`src/rtl/regfile_arb_pkg.sv`:
```
// Shared types and width helpers for the register-file writeback arbiter.
// Data width comes from the BIT_COUNT macro (defaults to 32 when not set by the build).
`ifndef BIT_COUNT
`define BIT_COUNT 32
`endif

package regfile_arb_pkg;

    typedef enum logic [0:0] {
        PIPE_PRI = 1'b0,
        LU_FORCE = 1'b1
    } arb_state_t;

    // Counter must hold MAX_WAIT itself so saturation never wraps to zero.
    function automatic int wait_cnt_width(input int max_wait);
        return $clog2(max_wait + 1);
    endfunction

    function automatic int reg_addr_width(input int register_count);
        return $clog2(register_count);
    endfunction

endpackage

```
`src/rtl/regfile_writeback_arbiter_scoreboard.sv`:
```
// Busy scoreboard for registers awaiting a long-latency result.
// Register 0 is never tracked; its busy bit is a constant zero.
module regfile_scoreboard
    import regfile_arb_pkg::*;
#(
    parameter int  REGISTER_COUNT = 32,
    localparam int RW             = reg_addr_width(REGISTER_COUNT)
) (
    input  logic          clk,
    input  logic          reset,
    input  logic          set_en,
    input  logic [RW-1:0] set_rd,
    input  logic          clr_en,
    input  logic [RW-1:0] clr_rd,
    input  logic [RW-1:0] rs1_adr,
    input  logic [RW-1:0] rs2_adr,
    output logic          issue_blocked,
    output logic          rs1_busy,
    output logic          rs2_busy
);

    logic [REGISTER_COUNT-1:1] r_busy;
    logic [REGISTER_COUNT-1:0] w_busy;
    logic                      w_set;

    assign w_busy        = {r_busy, 1'b0};
    assign issue_blocked = w_busy[set_rd];
    assign rs1_busy      = w_busy[rs1_adr];
    assign rs2_busy      = w_busy[rs2_adr];
    assign w_set         = set_en && !issue_blocked && (set_rd != {RW{1'b0}});

    // Busy flops: a set needs a not-busy target, so it never collides with a clear.
    always_ff @(posedge clk or negedge reset) begin
        if (!reset) begin
            r_busy <= {(REGISTER_COUNT-1){1'b0}};
        end else begin
            for (int i = 1; i < REGISTER_COUNT; i++) begin
                if (w_set && (set_rd == RW'(i))) begin
                    r_busy[i] <= 1'b1;
                end else if (clr_en && (clr_rd == RW'(i))) begin
                    r_busy[i] <= 1'b0;
                end
            end
        end
    end

endmodule

```
`src/rtl/regfile_writeback_arbiter.sv`:
```
// Arbitrates the register-file write port between pipeline writeback and the long unit.
// Define REGFILE_ARB_BYPASS_EN to release rsN_busy in the completing cycle and add rsN_fwd ports.
module regfile_writeback_arbiter
    import regfile_arb_pkg::*;
#(
    parameter int  REGISTER_COUNT = 32,
    parameter int  MAX_WAIT       = 4,
    localparam int RW             = reg_addr_width(REGISTER_COUNT),
    localparam int BW             = `BIT_COUNT
) (
    input  logic          clk,
    input  logic          reset,
    input  logic          pipe_valid,
    output logic          pipe_ready,
    input  logic [RW-1:0] pipe_rd,
    input  logic [BW-1:0] pipe_data,
    input  logic          lu_issue,
    input  logic [RW-1:0] lu_issue_rd,
    output logic          issue_blocked,
    input  logic          lu_valid,
    output logic          lu_ready,
    input  logic [RW-1:0] lu_rd,
    input  logic [BW-1:0] lu_data,
    input  logic [RW-1:0] rs1_adr,
    input  logic [RW-1:0] rs2_adr,
    output logic          rs1_busy,
    output logic          rs2_busy,
    output logic          rf_we,
    output logic [RW-1:0] rf_rd,
    output logic [BW-1:0] rf_data
`ifdef REGFILE_ARB_BYPASS_EN
    ,
    output logic [BW-1:0] rs1_fwd,
    output logic [BW-1:0] rs2_fwd
`endif
);

    localparam int            CW       = wait_cnt_width(MAX_WAIT);
    localparam logic [CW-1:0] CNT_LAST = CW'(MAX_WAIT - 1);
    localparam logic [CW-1:0] CNT_MAX  = CW'(MAX_WAIT);

    arb_state_t    r_state;
    logic [CW-1:0] r_wait_cnt;
    logic          w_pipe_hs;
    logic          w_lu_hs;
    logic          w_lu_refused;
    logic          w_rs1_busy_raw;
    logic          w_rs2_busy_raw;

    // Ready is a function of state and the other requester only, never of own valid.
    assign pipe_ready   = (r_state == PIPE_PRI);
    assign lu_ready     = (r_state == LU_FORCE) || !pipe_valid;
    assign w_pipe_hs    = pipe_valid && pipe_ready;
    assign w_lu_hs      = lu_valid && lu_ready;
    assign w_lu_refused = lu_valid && !lu_ready;

    assign rf_we   = reset && (w_lu_hs ? (lu_rd != {RW{1'b0}})
                                       : (w_pipe_hs && (pipe_rd != {RW{1'b0}})));
    assign rf_rd   = w_lu_hs ? lu_rd   : pipe_rd;
    assign rf_data = w_lu_hs ? lu_data : pipe_data;

    // Arbitration state and starvation counter; LU_FORCE always lasts exactly one cycle.
    always_ff @(posedge clk or negedge reset) begin
        if (!reset) begin
            r_state    <= PIPE_PRI;
            r_wait_cnt <= {CW{1'b0}};
        end else begin
            case (r_state)
                PIPE_PRI: begin
                    if (w_lu_refused) begin
                        if (r_wait_cnt == CNT_LAST) begin
                            r_state <= LU_FORCE;
                        end
                        if (r_wait_cnt != CNT_MAX) begin
                            r_wait_cnt <= r_wait_cnt + {{(CW-1){1'b0}}, 1'b1};
                        end
                    end else begin
                        r_wait_cnt <= {CW{1'b0}};
                    end
                end
                LU_FORCE: begin
                    r_state    <= PIPE_PRI;
                    r_wait_cnt <= {CW{1'b0}};
                end
                default: begin
                    r_state    <= PIPE_PRI;
                    r_wait_cnt <= {CW{1'b0}};
                end
            endcase
        end
    end

    regfile_scoreboard #(
        .REGISTER_COUNT(REGISTER_COUNT)
    ) u_scoreboard (
        .clk          (clk),
        .reset        (reset),
        .set_en       (lu_issue),
        .set_rd       (lu_issue_rd),
        .clr_en       (w_lu_hs),
        .clr_rd       (lu_rd),
        .rs1_adr      (rs1_adr),
        .rs2_adr      (rs2_adr),
        .issue_blocked(issue_blocked),
        .rs1_busy     (w_rs1_busy_raw),
        .rs2_busy     (w_rs2_busy_raw)
    );

`ifdef REGFILE_ARB_BYPASS_EN
    logic w_rs1_hit;
    logic w_rs2_hit;

    assign w_rs1_hit = w_lu_hs && (lu_rd == rs1_adr) && (rs1_adr != {RW{1'b0}});
    assign w_rs2_hit = w_lu_hs && (lu_rd == rs2_adr) && (rs2_adr != {RW{1'b0}});
    assign rs1_busy  = w_rs1_busy_raw && !w_rs1_hit;
    assign rs2_busy  = w_rs2_busy_raw && !w_rs2_hit;
    assign rs1_fwd   = lu_data;
    assign rs2_fwd   = lu_data;
`else
    assign rs1_busy  = w_rs1_busy_raw;
    assign rs2_busy  = w_rs2_busy_raw;
`endif

endmodule

```
`config.mk`:
```
export PLATFORM = sky130hd
export DESIGN_NAME = regfile_writeback_arbiter
export DESIGN_NICKNAME = d
export VERILOG_FILES = /design/src/rtl/regfile_arb_pkg.sv /design/src/rtl/regfile_writeback_arbiter_scoreboard.sv /design/src/rtl/regfile_writeback_arbiter.sv
export SDC_FILE = /design/constraint.sdc
export NUM_CORES = 1
export LEC_CHECK = 0
export CAP_MARGIN = 20
export CORE_MARGIN = 1.5
export CORE_UTILIZATION = 43
export CTS_CLUSTER_DIAMETER = 50
export CTS_CLUSTER_SIZE = 12
export DETAILED_ROUTE_END_ITERATION = 7
export GPL_ROUTABILITY_DRIVEN = 0
export PLACE_DENSITY = 0.83
export SYNTH_ARGS = -nofsm -noshare
export SYNTH_HDL_FRONTEND = slang
export SYNTH_SLANG_ARGS = --single-unit
```
`constraint.sdc`:
```
create_clock -name clk -period 4.5 [get_ports clk]
set_input_delay 0.9 -clock clk [delete_from_list [all_inputs] [get_ports clk]]
set_output_delay 0.9 -clock clk [all_outputs]
set_load 0.05 [all_outputs]
```
==> results.json <==
{
  "final_cells": 543,
  "drt_iter0_drc": 404,
  "multi_input_area_um2": 1866,
  "worstSkewPairLatency_ns": 0.30,
  "cp.required_ns": 3.60,
  "dr.pass1.iters": 8,
  "drtAntennaViolNets": 0,
  "postCtsHoldBufs": 0,
  "power_density_nw_per_um2": 303.1,
  "worst_ep_arrival_time_ns": 3.19,
  "fmax_mhz": 244.5,
  "clkTransAtPathRegs_ns": 0.08,
  "grt_pass1_wl_um": 17080,
  "dp_hpwl_um": 8748,
  "final_core_utilization": 0.7334,
  "skew_ns": 0.01102,
  "min_period_over_period": 0.9090,
  "peakVddDrop_uv": 138.4,
  "insertedDiodeCount": 0,
  "fill_cells": 464,
  "critPathMaxStageDelay_ns": 0.79,
  "hold_viol": 0,
  "nets": 562,
  "cts_root_buf": "clkbuf_8",
  "start_util": 0.4523,
  "crit_fanout": 9,
  "rows": 29,
  "period_minus_slack_ns": 4.090,
  "drive_above_1_share": 0.1867,
  "path_common_cell": "mux4_2",
  "grt_pass1_vias": 3316,
  "wirelength_um": 10860,
  "grt_max_degree": 36,
  "syn_inst": 345,
  "grt_setup_unrepaired": "false",
  "overflow": 0,
  "antenna_found_initial": 0,
  "cap_viol_max_count": 0,
  "status": "finished, violations left",
  "synth.distinct_cells": 37,
  "yosysSeqAreaShare": 0.2998,
  "area_growth_pct": 62.14,
  "cp_slowest_cell": "clkdlybuf4s50_1",
  "post_cts_buffers": 0,
  "end_kind": "output pin",
  "placed_cells": 535,
  "die_x_um": 85.43,
  "wire_per_inst_um": 20.00,
  "numPortBuffers": 136,
  "synth.avg_cell_area_um2": 8.468,
  "critPathLaunchType": "input port",
  "cts_resized": 0,
  "die-area_um2": 7297,
  "regArea_um2": 875.8,
  "cts_tree": "yes",
  "worstHoldPathType": "reg -> reg",
  "finalSetupViolations": 0,
  "clock_sinks": 35,
  "violations": "design-rule violations",
  "cts_buffer_depth": 2,
  "vias": 3345,
  "yosysWarnings": 0,
  "crit_type": "in -> out",
  "htreeDepth": 2,
  "drc": 5,
  "syn_nets": 442,
  "viasPerCell": 6.160,
  "path_cells": "clkdlybuf4s50_1 > mux4_2 > mux4_2 > mux2_2 > buf_4",
  "worstMarginPinSlew_ns": 0.6463,
  "slew-limit-headroom": 0.5678,
  "ios": 137,
  "cellLeakagePower_nw": 1.996,
  "fp.dieH_um": 85.43,
  "synth_area_um2": 2922,
  "cts-buffers-inserted": 5,
  "ys_seq_elements": 35,
  "fin_setup_tns_ns": 0,
  "core_um2": 6459,
  "grt_use_total": 0.3050,
  "maxSlewViolCount": 0
}
==> flip-flops by register name, indices dropped and copies added (netlist names) <==
signal and cells:
r_wait_cnt 3, u_scoreboard.r_busy 31, r_state 1
==> worst max-delay path: cells and delay by family <==
kind	cells	cell delay, ns
mux	3	1.32
buf+inv	2	0.98
==> placed cells by master, fill, tap and decap left out, drive strengths merged, types with 4 or more instances in the layout <==
cell and count:
clkdlybuf4s50 95, mux2i 4, clkbuf 6, nor2b 4
o21ai 33, o31ai 31, nand2b 4, inv 6
mux4 23, nand2 125, buf 47, nand3 9
mux2 5, dfrtp 35, nor2 5
==> layer usage <==
metal  wire length, um  GRT usage
met5                 0          0
met4               518     0.1452
met3              1199    0.09144
met2              5546     0.5426
met1              3598     0.3302
==> worst paths after layout <==
path / cells after the start / end / slack, ns / start
worst max-delay path: 5 / rs2_busy / 0.41 / rs2_adr[0]
worst min register to register: 2 / r_wait_cnt[1] / 0.57 / r_wait_cnt[1]
worst max register to register: 6 / u_scoreboard.r_busy[4] / 2.29 / u_scoreboard.r_busy[20]
min in group asynchronous: 2 / u_scoreboard.r_busy[5] / 1.09 / reset
worst min-delay path: 2 / r_wait_cnt[1] / 0.57 / r_wait_cnt[1]
max in group asynchronous: 2 / u_scoreboard.r_busy[9] / 3.09 / reset
==> Yosys cell counts, drive strengths merged <==
cell type  count  share of area
a21oi          3         0.0051
a311o          1         0.0034
a311oi         1         0.0030
a31oi          1         0.0043
a32oi          1         0.0056
and2           1         0.0021
and3           1         0.0021
buf           15          0.036
clkbuf        14          0.018
dfrtp         35           0.30
ha             3          0.013
inv            6         0.0077
mux2           5          0.019
mux2i          4          0.014
mux4          23           0.18
nand2        125           0.16
nand2b         4         0.0086
nand3          9          0.015
nand3b         3         0.0077
nand4          2         0.0043
nand4b         3         0.0090
nor2           5         0.0064
nor2b          4         0.0086
nor3           1         0.0017
nor3b          1         0.0026
o21ai         33          0.057
o22ai          1         0.0021
o31ai         31          0.080
o41ai          3         0.0090
or2            2         0.0043
or3            1         0.0021
or4b           2         0.0069
xnor2          1         0.0030
==> kinds of logic (layout without fill, tap and decap cells) <==
group	Yosys count	after routing	synth area share
buffers and inverters	35	156	0.06167
flip-flops	35	35	0.2998
adder cells (fa/ha/maj)	3	3	0.01285
AO/OA/AOI/OAI	75	75	0.1687
XOR/XNOR	1	1	0.002998
multiplexers	32	32	0.2116
AND/OR/NAND/NOR	164	164	0.2424
==> metrics by stage <==
stage	total power [mW]	hold slack (ns)	instance area, um^2	worst slack [ns]
3_3_place_gp	1.173	0.5469	4652	0.4435
4_1_cts	1.425	0.5729	4737	0.3934
6_report	1.436	0.5705	4737	0.4097
3_5_place_dp	1.202	0.5591	4652	0.3978
5_1_grt	1.492	0.6080	4737	0.3247
2_1_floorplan	0.8626	0.5004	2922	0.8192
==> layout make-up <==
type                       instances  share of cell area
multi-input combinational        275              0.3938
timing repair buffer             142              0.3782
sequential                        35              0.1849
tap                               77             0.02034
clock buffer                       6             0.01532
inverter                           6            0.004754
clock inverter                     2            0.002641
==> report_power, final <==
part / total (mW) / internal [mW] / leakage, nW / switching (mW)
registers: 0.495 / 0.388 / 0.443 / 0.108
logic: 0.711 / 0.368 / 1.51 / 0.343
clock network: 0.230 / 0.108 / 0.0412 / 0.121
(Power assumes the default switching activity.)
